### config.mk
export PLATFORM = sky130hd
export DESIGN_NAME = yuyin_frame_tx
export DESIGN_NICKNAME = d
export VERILOG_FILES = /design/src/rtl/yuyin_frame_tx.sv
export SDC_FILE = /design/constraint.sdc
export NUM_CORES = 1
export LEC_CHECK = 0
export ABC_CLOCK_PERIOD_IN_PS = 3600
export CAP_MARGIN = 5
export CELL_PAD_IN_SITES_DETAIL_PLACEMENT = 0
export CELL_PAD_IN_SITES_GLOBAL_PLACEMENT = 1
export CORE_MARGIN = 10
export CORE_UTILIZATION = 41
export CTS_CLUSTER_SIZE = 24
export DETAILED_ROUTE_END_ITERATION = 7
export PLACE_DENSITY = 0.83
export SETUP_SLACK_MARGIN = 0.05
export SYNTH_ARGS = -nofsm -noshare
export SYNTH_HDL_FRONTEND = slang
export SYNTH_SLANG_ARGS = --single-unit
### constraint.sdc
create_clock -name clk_i -period 3.6 [get_ports clk_i]
set_clock_uncertainty 0.15 [all_clocks]
set_input_delay 0.72 -clock clk_i [delete_from_list [all_inputs] [get_ports clk_i]]
set_output_delay 0.72 -clock clk_i [all_outputs]
set_load 0.02 [all_outputs]
### src/rtl/yuyin_frame_tx.sv
// yuyin_frame_tx: builds the six-byte voice-module play frame and streams it into a UART byte transmitter
//   clk_i        system clock
//   rst_ni       asynchronous active-low reset
//   play_req_i   one-cycle request to play play_addr_i
//   play_addr_i  voice address, sampled with play_req_i
//   alarm_req_i  one-cycle request to play ALARM_ADDR
//   tx_done_i    one-cycle pulse from the UART when the current byte's stop bit ends
//   tx_byte_o    byte presented to the UART, held until the next load
//   tx_start_o   one-cycle strobe to send tx_byte_o
//   busy_o       high from request acceptance until the inter-frame gap expires
//   frame_done_o one-cycle pulse when the sixth byte completes
module yuyin_frame_tx #(
    parameter logic [6:0] ALARM_ADDR = 7'd99,
    parameter int         GAP_CYCLES = 500000
) (
    input  logic       clk_i,
    input  logic       rst_ni,
    input  logic       play_req_i,
    input  logic [6:0] play_addr_i,
    input  logic       alarm_req_i,
    input  logic       tx_done_i,
    output logic [7:0] tx_byte_o,
    output logic       tx_start_o,
    output logic       busy_o,
    output logic       frame_done_o
);
    localparam int CW = $clog2(GAP_CYCLES + 1);
    localparam logic [CW-1:0] GAP_LAST = CW'(GAP_CYCLES - 1);

    typedef enum logic [1:0] {IDLE, SEND, WAIT, GAP} state_t;

    state_t          state_q, state_d;
    logic [2:0]      idx_q, idx_d;
    logic [CW-1:0]   cnt_q, cnt_d;
    logic [6:0]      addr_q, addr_d;
    logic            pend_q, pend_d;
    logic [7:0]      byte_q, byte_d;
    logic            fd_q, fd_d;

    // B5 is the mod-256 sum of all preceding bytes; the fixed bytes sum to 0xB3.
    function automatic logic [7:0] frame_byte(input logic [2:0] i, input logic [6:0] a);
        case (i)
            3'd0:    frame_byte = 8'hAA;
            3'd1:    frame_byte = 8'h07;
            3'd2:    frame_byte = 8'h02;
            3'd3:    frame_byte = 8'h00;
            3'd4:    frame_byte = {1'b0, a};
            default: frame_byte = 8'hB3 + {1'b0, a};
        endcase
    endfunction

    always_comb begin
        state_d = state_q;
        idx_d   = idx_q;
        cnt_d   = cnt_q;
        addr_d  = addr_q;
        byte_d  = byte_q;
        fd_d    = 1'b0;
        // Alarms arriving while busy collapse into one pending flag.
        pend_d  = pend_q | (alarm_req_i && state_q != IDLE);
        case (state_q)
            IDLE: begin
                if (alarm_req_i || pend_q || play_req_i) begin
                    addr_d  = (alarm_req_i || pend_q) ? ALARM_ADDR : play_addr_i;
                    idx_d   = 3'd0;
                    pend_d  = 1'b0;
                    byte_d  = 8'hAA;
                    state_d = SEND;
                end
            end
            SEND: state_d = WAIT;
            WAIT: begin
                if (tx_done_i) begin
                    if (idx_q == 3'd5) begin
                        fd_d    = 1'b1;
                        cnt_d   = '0;
                        state_d = GAP;
                    end else begin
                        idx_d   = idx_q + 3'd1;
                        byte_d  = frame_byte(idx_q + 3'd1, addr_q);
                        state_d = SEND;
                    end
                end
            end
            GAP: begin
                cnt_d   = cnt_q + 1'b1;
                state_d = (cnt_q == GAP_LAST) ? IDLE : GAP;
            end
            default: state_d = IDLE;
        endcase
    end

    always_ff @(posedge clk_i or negedge rst_ni) begin
        if (!rst_ni) begin
            state_q <= IDLE;
            idx_q   <= '0;
            cnt_q   <= '0;
            addr_q  <= '0;
            pend_q  <= 1'b0;
            byte_q  <= '0;
            fd_q    <= 1'b0;
        end else begin
            state_q <= state_d;
            idx_q   <= idx_d;
            cnt_q   <= cnt_d;
            addr_q  <= addr_d;
            pend_q  <= pend_d;
            byte_q  <= byte_d;
            fd_q    <= fd_d;
        end
    end

    assign tx_byte_o    = byte_q;
    assign tx_start_o   = (state_q == SEND);
    assign busy_o       = (state_q != IDLE);
    assign frame_done_o = fd_q;
endmodule

==> flow_metrics.py, run 1 <==
metrics = {
    "synth": {
        "synthArstFlopShare": 1.00,
        "postSynthCellCount": 241,
        "syn_area_per_cell_um2": 9.29,
        "syn_nets": 260,
        "yosys-top-cells-area": "dfrtp_1, a21oi_1, nand2_1",
        "ys_types": 50,
        "synth_top_area_cell": "dfrtp_1",
        "synthesis.area_um2": 2240,
        "synth_edf_count": 0,
        "yosys_register_bits": 41,
        "synth_ff_type": "dfrtp_1",
        "yosys_warnings": 0,
        "synth_seq_area_share": 0.458,
        "netlist.area_leader.share": 0.458,
    },
    "global_routing": {
        "track_usage": 0.121,
        "grt_pass1_vias": 1759,
        "grt_pass1_wl_mm": 8.65,
        "grt_overflow_total": 0,
        "grt_max_degree": 42,
        "antenna_found_initial": 0,
    },
    "hold_path": {
        "hp-class": "reg2reg",
        "min-delay-start": "tx_byte_o[6]",
    },
    "routing": {
        "finalWirelength_mm": 5.01,
        "wl_per_cell_um": 15.1,
        "vias_per_cell": 5.59,
        "vias": 1863,
        "antenna_left": 0,
        "drcViolationCount": 0,
        "dr.first_iter.drc_count": 224,
        "firstDrtPassIters": 5,
    },
    "pwr": {
        "p_sw_frac": 0.202,
        "power.density_nw_per_um2": 333,
        "p_seq_frac": 0.527,
        "leakagePower_nw": 1.11,
        "p_switching_mw": 0.176,
        "combinationalPowerShare": 0.026,
        "p_int_mw": 0.697,
        "clockPowerShare": 0.447,
        "peakVddDrop_mv": 0.171,
    },
    "sta": {
        "setup_tns_ps": 0,
        "fin_crit_ps": 2760,
        "relSlewSlack": 0.390,
        "worstMarginPinSlew_ps": 915,
        "setup_slack_ps": 838,
        "fmax_mhz": 362,
        "hold_viol_final": 0,
        "final_max_slew_viol_count": 0,
        "setup_viol": 0,
        "rsz0062_at_grt": "false",
        "finalCritPeriodShare": 0.767,
    },
    "final_layout": {
        "postLayoutCoreUtil": 0.504,
        "mostFrequentLayoutCells": "dfrtp_1, nand2_1, clkdlybuf4s50_1",
        "final_common_cell": "dfrtp_1",
        "drive_above_1_share": 0.0570,
        "fin_nets": 281,
        "area_delta_synth_final_pct": 17.3,
        "n_antenna_cell": 0,
        "fillers": 500,
    },
    "floorplanning": {
        "start_util": 0.430,
        "fp.dieH_um": 93.9,
        "core_um2": 5200,
        "io_pins": 23,
        "placementRows": 26,
        "dieWidth_um": 93.9,
        "die-area_um2": 8820,
    },
    "placement": {
        "place.gp.congestion": 0.806,
        "portBuffers": 22,
        "dp_hpwl_mm": 3.62,
        "pre_cts_ws_ps": 552,
    },
    "cts": {
        "cts.sinks": 41,
        "cts-buffers-inserted": 5,
        "cts_setup_buffers": 0,
        "clock-root-buffer": "clkbuf_8",
        "cts.path.max_buffers": 2,
        "clk_latency_ps": 300,
        "tritoncts": "built",
        "clk_pin_slew_ps": 80,
        "cts.htree.levels": 2,
        "cts_hold_buffers": 0,
        "cts_resized": 0,
    },
    "job": {
        "maxCapViolCount": 0,
    },
    "worst_setup_path": {
        "end_kind": "flip-flop",
        "critical_path_peak_fanout": 10,
        "worstReg2RegStart": "idx_q[1]",
        "cp.arrival_ps": 2830,
        "critPathKind": "in2reg",
        "timing.rr.end": "cnt_q[18]",
        "critical_path_required_ps": 3660,
        "startpoint_type": "primary input",
        "cp-startpoint": "tx_done_i",
        "regToRegSetupSlack_ps": 1010,
        "worst_r2r_path_depth": 6,
        "crit_end": "cnt_q[18]",
    },
    "run_status": {
        "status": "finished, final reports clean",
    },
}
## sequential cells by signal (all words and copies together), names as in the netlist
register      flops
addr_q            7
cnt_q            19
frame_done_o      1
idx_q             3
pend_q            1
state_q           2
tx_byte_o         8
## kinds of logic (layout without fill, tap and decap cells)
logic type | count (synthesis) | count (layout) | share of synthesized area
and+or+nand+nor | 96 | 96 | 0.229
AOI/OAI and AO/OA | 66 | 66 | 0.191
DFF | 41 | 41 | 0.458
buffers and inverters | 20 | 42 | 0.0380
xor gates and xnor gates | 9 | 9 | 0.0352
adders and majority gates | 7 | 7 | 0.0391
muxes | 2 | 2 | 0.00950
## per-stage QoR
stage                     std cells  power (mW)  hold WS [ps]  instance area [um^2]
after floorplan                 241       0.471           274                  2240
after detailed placement        325       0.493           330                  2510
after global placement          325       0.493           323                  2510
after global routing            333       0.904           368                  2630
final                           333       0.873           342                  2630
after CTS                       333       0.882           348                  2630
## power groups by stage
stage / Combinational (mW) / Sequential [mW] / Clock [mW]
2_1_floorplan: 0.00133 / 0.469 / 0
3_3_place_gp: 0.0236 / 0.469 / 0
3_5_place_dp: 0.0237 / 0.469 / 0
4_1_cts: 0.0237 / 0.460 / 0.398
5_1_grt: 0.0256 / 0.460 / 0.418
6_report: 0.0227 / 0.460 / 0.390
## cell usage after synthesis (2+ instances only)
| master | count |
|---|---|
| o21ai_0 | 17 |
| a31o_2 | 2 |
| nand3_1 | 11 |
| nor4_1 | 5 |
| or4_1 | 7 |
| xor2_1 | 5 |
| o211ai_1 | 3 |
| nor2_1 | 11 |
| nor3_1 | 5 |
| nand4_1 | 5 |
| a21oi_1 | 20 |
| and2_1 | 3 |
| xnor2_1 | 4 |
| clkbuf_1 | 6 |
| ha_1 | 7 |
| inv_1 | 10 |
| or3_1 | 9 |
| nand2b_1 | 3 |
| and4_1 | 2 |
| buf_2 | 2 |
| nor2b_1 | 2 |
| o31ai_1 | 7 |
| a22o_1 | 3 |
| nand2_1 | 26 |
| dfrtp_1 | 41 |
## metal layers
metal / global-route usage / up-vias / wire [um]
li1: - / 947 / -
met1: 0.170 / 862 / 2600
met2: 0.176 / 52 / 2120
met3: 0.0328 / 2 / 260
met4: 0.0342 / 0 / 40
met5: 0 / - / 0
## critical path, cell delays in order
cell             delay [ps]
clkdlybuf4s50_1         560
a31oi_2                 170
or4_1                   710
or4_1                   520
a21oi_1                 150
## layout make-up
class                           instances  area, um^2  area share
Multi-Input combinational cell        180        1130       0.429
Tap cell                               70        87.6      0.0334
Sequential cell                        41        1030       0.391
Inverter                               10        37.5      0.0143
Clock inverter                          1        30.0      0.0114
Clock buffer                            7        86.3      0.0329
Timing Repair Buffer                   24         230      0.0877
## how the worst min path moves through the flow
stage | to | slack (ps) | depth (start not counted)
after floorplan | addr_q[0] | 270 | 0
after global placement | tx_byte_o[6] | 320 | 2
after detailed placement | tx_byte_o[6] | 330 | 2
after CTS | tx_byte_o[6] | 350 | 2
after global routing | tx_byte_o[1] | 370 | 1
final | tx_byte_o[6] | 340 | 2
(Power assumes the default switching activity.)
==> inputs of run 2 (changes only) <==
Settings changed: ABC_CLOCK_PERIOD_IN_PS 3600 to 2450, CORE_UTILIZATION 41 to 39.
Clock period 3.6 ns to 2.45 ns, I/O delays scaled along.
==> flow_metrics.py, run 2 (synthesized netlist as in run 1, its figures left out) <==
metrics = {
    "final_layout": {
        "area_delta_synth_final_pct": 22.2,
        "final_cells": 352,
        "final_common_cell": "dfrtp_1",
        "fillers": 562,
        "fin_nets": 298,
        "largest_register_ffs": 19,
        "postLayoutCoreUtil": 0.494,
        "n_antenna_cell": 0,
        "regMostFlops": "cnt_q",
        "drive_above_1_share": 0.118,
        "mostFrequentLayoutCells": "dfrtp_1, nand2_1, clkdlybuf4s50_1",
    },
    "cts": {
        "tritoncts": "built",
        "clk_latency_ps": 290,
        "cts.sinks": 41,
        "cts.htree.levels": 2,
        "clk_pin_slew_ps": 80,
        "cts-buffers-inserted": 5,
        "clock-root-buffer": "clkbuf_8",
        "cts.path.max_buffers": 2,
    },
    "run_status": {
        "status": "finished, final reports clean",
    },
    "floorplanning": {
        "dieWidth_um": 95.8,
        "placementRows": 27,
        "die-area_um2": 9170,
        "fp.dieH_um": 95.8,
        "io_pins": 23,
        "start_util": 0.404,
        "core_um2": 5540,
    },
    "worst_setup_path": {
        "critical_path_required_ps": 2520,
        "crit_slowest_cell": "or4_1",
        "cp.arrival_ps": 2370,
        "crit_chain": "inv_1, ha_1, a31oi_2, or4_1, buf_4, or3_1, a21oi_1",
        "cp_top_family": "simple AND/OR/NAND/NOR gates",
        "worst_r2r_path_depth": 7,
        "critical_path_peak_fanout": 7,
        "path_depth": 7,
        "end_kind": "flip-flop",
        "critPathKind": "reg2reg",
        "path_buf_inv": 2,
        "startpoint_type": "flip-flop",
        "crit_path_max_incr_delay_ps": 600,
    },
    "routing": {
        "dr.first_iter.drc_count": 96,
        "wl_per_cell_um": 15.3,
        "firstDrtPassIters": 4,
        "vias": 1929,
        "finalWirelength_mm": 5.37,
        "antenna_left": 0,
        "drcViolationCount": 0,
        "vias_per_cell": 5.48,
    },
    "pwr": {
        "p_seq_frac": 0.589,
        "p_int_mw": 0.895,
        "power.density_nw_per_um2": 420,
        "clockPowerShare": 0.375,
        "leakagePower_nw": 1.18,
        "p_sw_frac": 0.220,
        "peakVddDrop_mv": 0.222,
        "power_mw": 1.15,
        "combinationalPowerShare": 0.036,
        "p_switching_mw": 0.253,
    },
    "global_routing": {
        "grt_max_degree": 42,
        "grt_pass1_vias": 1951,
        "grt_overflow_total": 0,
        "track_usage": 0.125,
        "antenna_found_initial": 0,
        "grt_pass1_wl_mm": 9.18,
    },
    "sta": {
        "finalCritPeriodShare": 0.939,
        "worstMarginPinSlew_ps": 457,
        "relSlewSlack": 0.693,
        "setup_tns_ps": 0,
        "hold_viol_final": 0,
        "setup_viol": 0,
        "final_max_slew_viol_count": 0,
        "rsz0062_at_grt": "false",
        "fin_crit_ps": 2300,
        "fmax_mhz": 434,
    },
    "job": {
        "maxCapViolCount": 0,
    },
    "hold_path": {
        "hp-class": "in2async",
    },
    "placement": {
        "dp_hpwl_mm": 3.93,
        "portBuffers": 22,
        "dp.cells": 343,
        "place.gp.congestion": 0.824,
    },
}
[run 2: changes by cell type in the layout (fill, tap and decap cells not counted)]
cell / before / now
buf_4: 2 / 18
clkinv_2: 0 / 2
buf_12: 0 / 1
bufinv_16: 1 / 0
clkbuf_8: 6 / 5
dfrtp_1: 41 / 40
dfrtp_2: 0 / 1
[run 2: power by group through the flow]
stage | Clock, mW | Sequential [mW] | Combinational (mW)
global route | 0.480 | 0.676 | 0.0463
global placement | 0 | 0.689 | 0.0422
detailed placement | 0 | 0.689 | 0.0424
finish | 0.431 | 0.676 | 0.0410
floorplan | 0 | 0.690 | 0.00195
CTS | 0.450 | 0.676 | 0.0424
[run 2: per-layer routing]
metal	wire [um]	GRT usage	up-vias
met1	2430	0.146	923
met5	0	0	-
met2	2580	0.209	33
met4	87	0.0455	0
met3	272	0.0436	10
li1	-	-	963
[run 2: repair_timing]
action                                  4_1_cts  5_1_grt
hold buffers                                  0        0
endpoints found under the setup margin        0        3
gates resized for setup                       0        1
setup buffers                                 0        1
[run 2: worst paths after layout]
kind / from / endpoint / slack [ps]
hold reg to reg: tx_byte_o[2] / tx_byte_o[2] / 360
setup reg to reg: idx_q[1] / cnt_q[12] / 150
min in group clk_i: tx_byte_o[2] / tx_byte_o[2] / 360
setup / recovery: idx_q[1] / cnt_q[12] / 150
hold / removal: rst_ni / cnt_q[6] / 0.2
max in group asynchronous: rst_ni / cnt_q[11] / 1930
[run 2: area by class of cell]
type,instances,area (um^2),area share
Clock buffer,6,72.6,0.0265
Sequential cell,41,1030,0.376
Multi-Input combinational cell,180,1130,0.412
Clock inverter,2,10.0,0.00366
Inverter,10,37.5,0.0137
Tap cell,72,90.1,0.0329
Timing Repair Buffer,41,370,0.135
[run 2: stage by stage]
stage,hold WS [ps],worst slack (ps),instance area (um^2)
finish,0.186,148,2740
global route,13.7,60.1,2740
CTS,8.09,114,2730
detailed placement,336,-124,2640
global placement,328,-75.5,2640
floorplan,44.4,126,2240
==> inputs of run 3 (changes only) <==
Settings changed: PLACE_DENSITY 0.83 to not set, PLACE_DENSITY_LB_ADDON set to 0.1.
==> flow_metrics.py, run 3 (synthesized netlist as in run 1, its figures left out) <==
metrics = {
    "worst_setup_path": {
        "end_kind": "output pin",
        "startpoint_type": "flip-flop",
        "cp.arrival_ps": 1640,
        "crit_path_max_incr_delay_ps": 590,
        "crit_slowest_cell": "clkdlybuf4s50_1",
        "critical_path_peak_fanout": 11,
        "critPathKind": "reg2out",
        "critical_path_required_ps": 1810,
        "path_buf_inv": 2,
        "cp_top_family": "buffers and inverters",
        "path_depth": 3,
        "worst_r2r_path_depth": 6,
        "crit_chain": "nor2_1, inv_1, clkdlybuf4s50_1",
    },
    "pwr": {
        "power.density_nw_per_um2": 451,
        "leakagePower_nw": 1.18,
        "power_mw": 1.24,
        "peakVddDrop_mv": 0.295,
    },
    "cts": {
        "cts.htree.levels": 2,
        "cts.path.max_buffers": 2,
        "cts.sinks": 41,
        "cts_hold_buffers": 0,
        "clock-root-buffer": "clkbuf_8",
        "clk_latency_ps": 290,
        "clk_pin_slew_ps": 80,
        "tritoncts": "built",
        "cts-buffers-inserted": 5,
    },
    "routing": {
        "wl_met1_mm": 2.39,
        "vias_per_cell": 5.41,
        "antenna_left": 0,
        "vias": 1892,
        "firstDrtPassIters": 4,
        "dr.first_iter.drc_count": 61,
        "wl_met3_um": 171,
        "finalWirelength_mm": 5.26,
        "wl_per_cell_um": 15.0,
        "drcViolationCount": 0,
        "routed.top_layer": "met4",
        "dr_wl_met2_mm": 2.67,
    },
    "floorplanning": {
        "placementRows": 27,
        "core_um2": 5540,
        "dieWidth_um": 95.8,
        "fp.dieH_um": 95.8,
        "die-area_um2": 9170,
        "start_util": 0.404,
        "io_pins": 23,
    },
    "global_routing": {
        "track_usage": 0.124,
        "grt_pass1_wl_mm": 9.25,
        "grt_overflow_total": 0,
        "grt_pass1_vias": 1941,
        "grt_max_degree": 42,
        "antenna_found_initial": 0,
    },
    "placement": {
        "portBuffers": 22,
        "placed_area_um2": 2630,
        "place.gp.congestion": 0.759,
        "dp_hpwl_mm": 3.88,
        "dp.cells": 343,
    },
    "final_layout": {
        "regMostFlops": "cnt_q",
        "n_antenna_cell": 0,
        "drive_above_1_share": 0.119,
        "fillers": 541,
        "fin_nets": 297,
        "final_common_cell": "dfrtp_1",
        "mostFrequentLayoutCells": "dfrtp_1, nand2_1, clkdlybuf4s50_1",
        "multi_input_area_um2": 1130,
        "largest_register_ffs": 19,
        "area_delta_synth_final_pct": 22.5,
        "fin_area_um2": 2740,
        "final_cells": 350,
        "seq_area_um2": 1030,
    },
    "sta": {
        "final_max_slew_viol_count": 0,
        "finalCritPeriodShare": 0.931,
        "fin_crit_ps": 2280,
        "hold_viol_final": 0,
        "relSlewSlack": 0.651,
        "rsz0062_at_grt": "false",
        "fmax_mhz": 438,
        "whs_ps": 105,
        "setup_viol": 0,
        "worstMarginPinSlew_ps": 523,
    },
    "job": {
        "maxCapViolCount": 0,
    },
    "hold_path": {
        "hp-class": "in2async",
    },
    "run_status": {
        "status": "finished, final reports clean",
    },
}
run 3: changes by cell type in the layout (fill, tap and decap cells not counted), sizes merged:
cell    change
clkbuf      -1
bufinv      +1
clkinv      -1
buf         -1
run 3: final cells by class:
| cell class | instances | share of cell area |
|---|---|---|
| inverter | 10 | 0.0137 |
| tap | 72 | 0.0329 |
| clock buffer | 5 | 0.0251 |
| clock inverter | 2 | 0.0128 |
| sequential | 41 | 0.374 |
| timing repair buffer | 40 | 0.128 |
| multi-input combinational | 180 | 0.414 |
run 3: worst paths after layout:
path	slack [ps]	start	end
worst max-delay path	170	state_q[1]	busy_o
worst min-delay path	100	rst_ni	cnt_q[3]
worst max register to register	180	idx_q[1]	cnt_q[18]
worst min register to register	350	tx_byte_o[6]	tx_byte_o[6]
max in group asynchronous	1670	rst_ni	tx_byte_o[7]
min in group clk_i	350	tx_byte_o[6]	tx_byte_o[6]
run 3: repair_timing:
item | in CTS | in global routing
setup buffers | 0 | 0
gates resized for setup | 0 | 2
setup endpoints to repair | 0 | 4
run 3: layer usage:
layer / up-vias / GRT usage
met5: - / 0
met4: 0 / 0.0283
met3: 2 / 0.0342
met2: 20 / 0.216
met1: 915 / 0.148
li1: 955 / -
run 3: power breakdown:
part | internal (mW) | total [mW] | switching [mW]
clock | 0.296 | 0.522 | 0.225
sequential | 0.676 | 0.676 | 0.0000000000000000704
combinational | 0.0195 | 0.0384 | 0.0189
run 3: metrics by stage:
step / utilization / setup TNS [ps] / setup WS, ps
2_1_floorplan: - / 0 / 126
3_3_place_gp: 0.475 / -262 / -68.0
4_1_cts: 0.494 / 0 / 101
3_5_place_dp: 0.475 / -447 / -107
5_1_grt: 0.495 / 0 / 38.5
6_report: 0.495 / 0 / 168
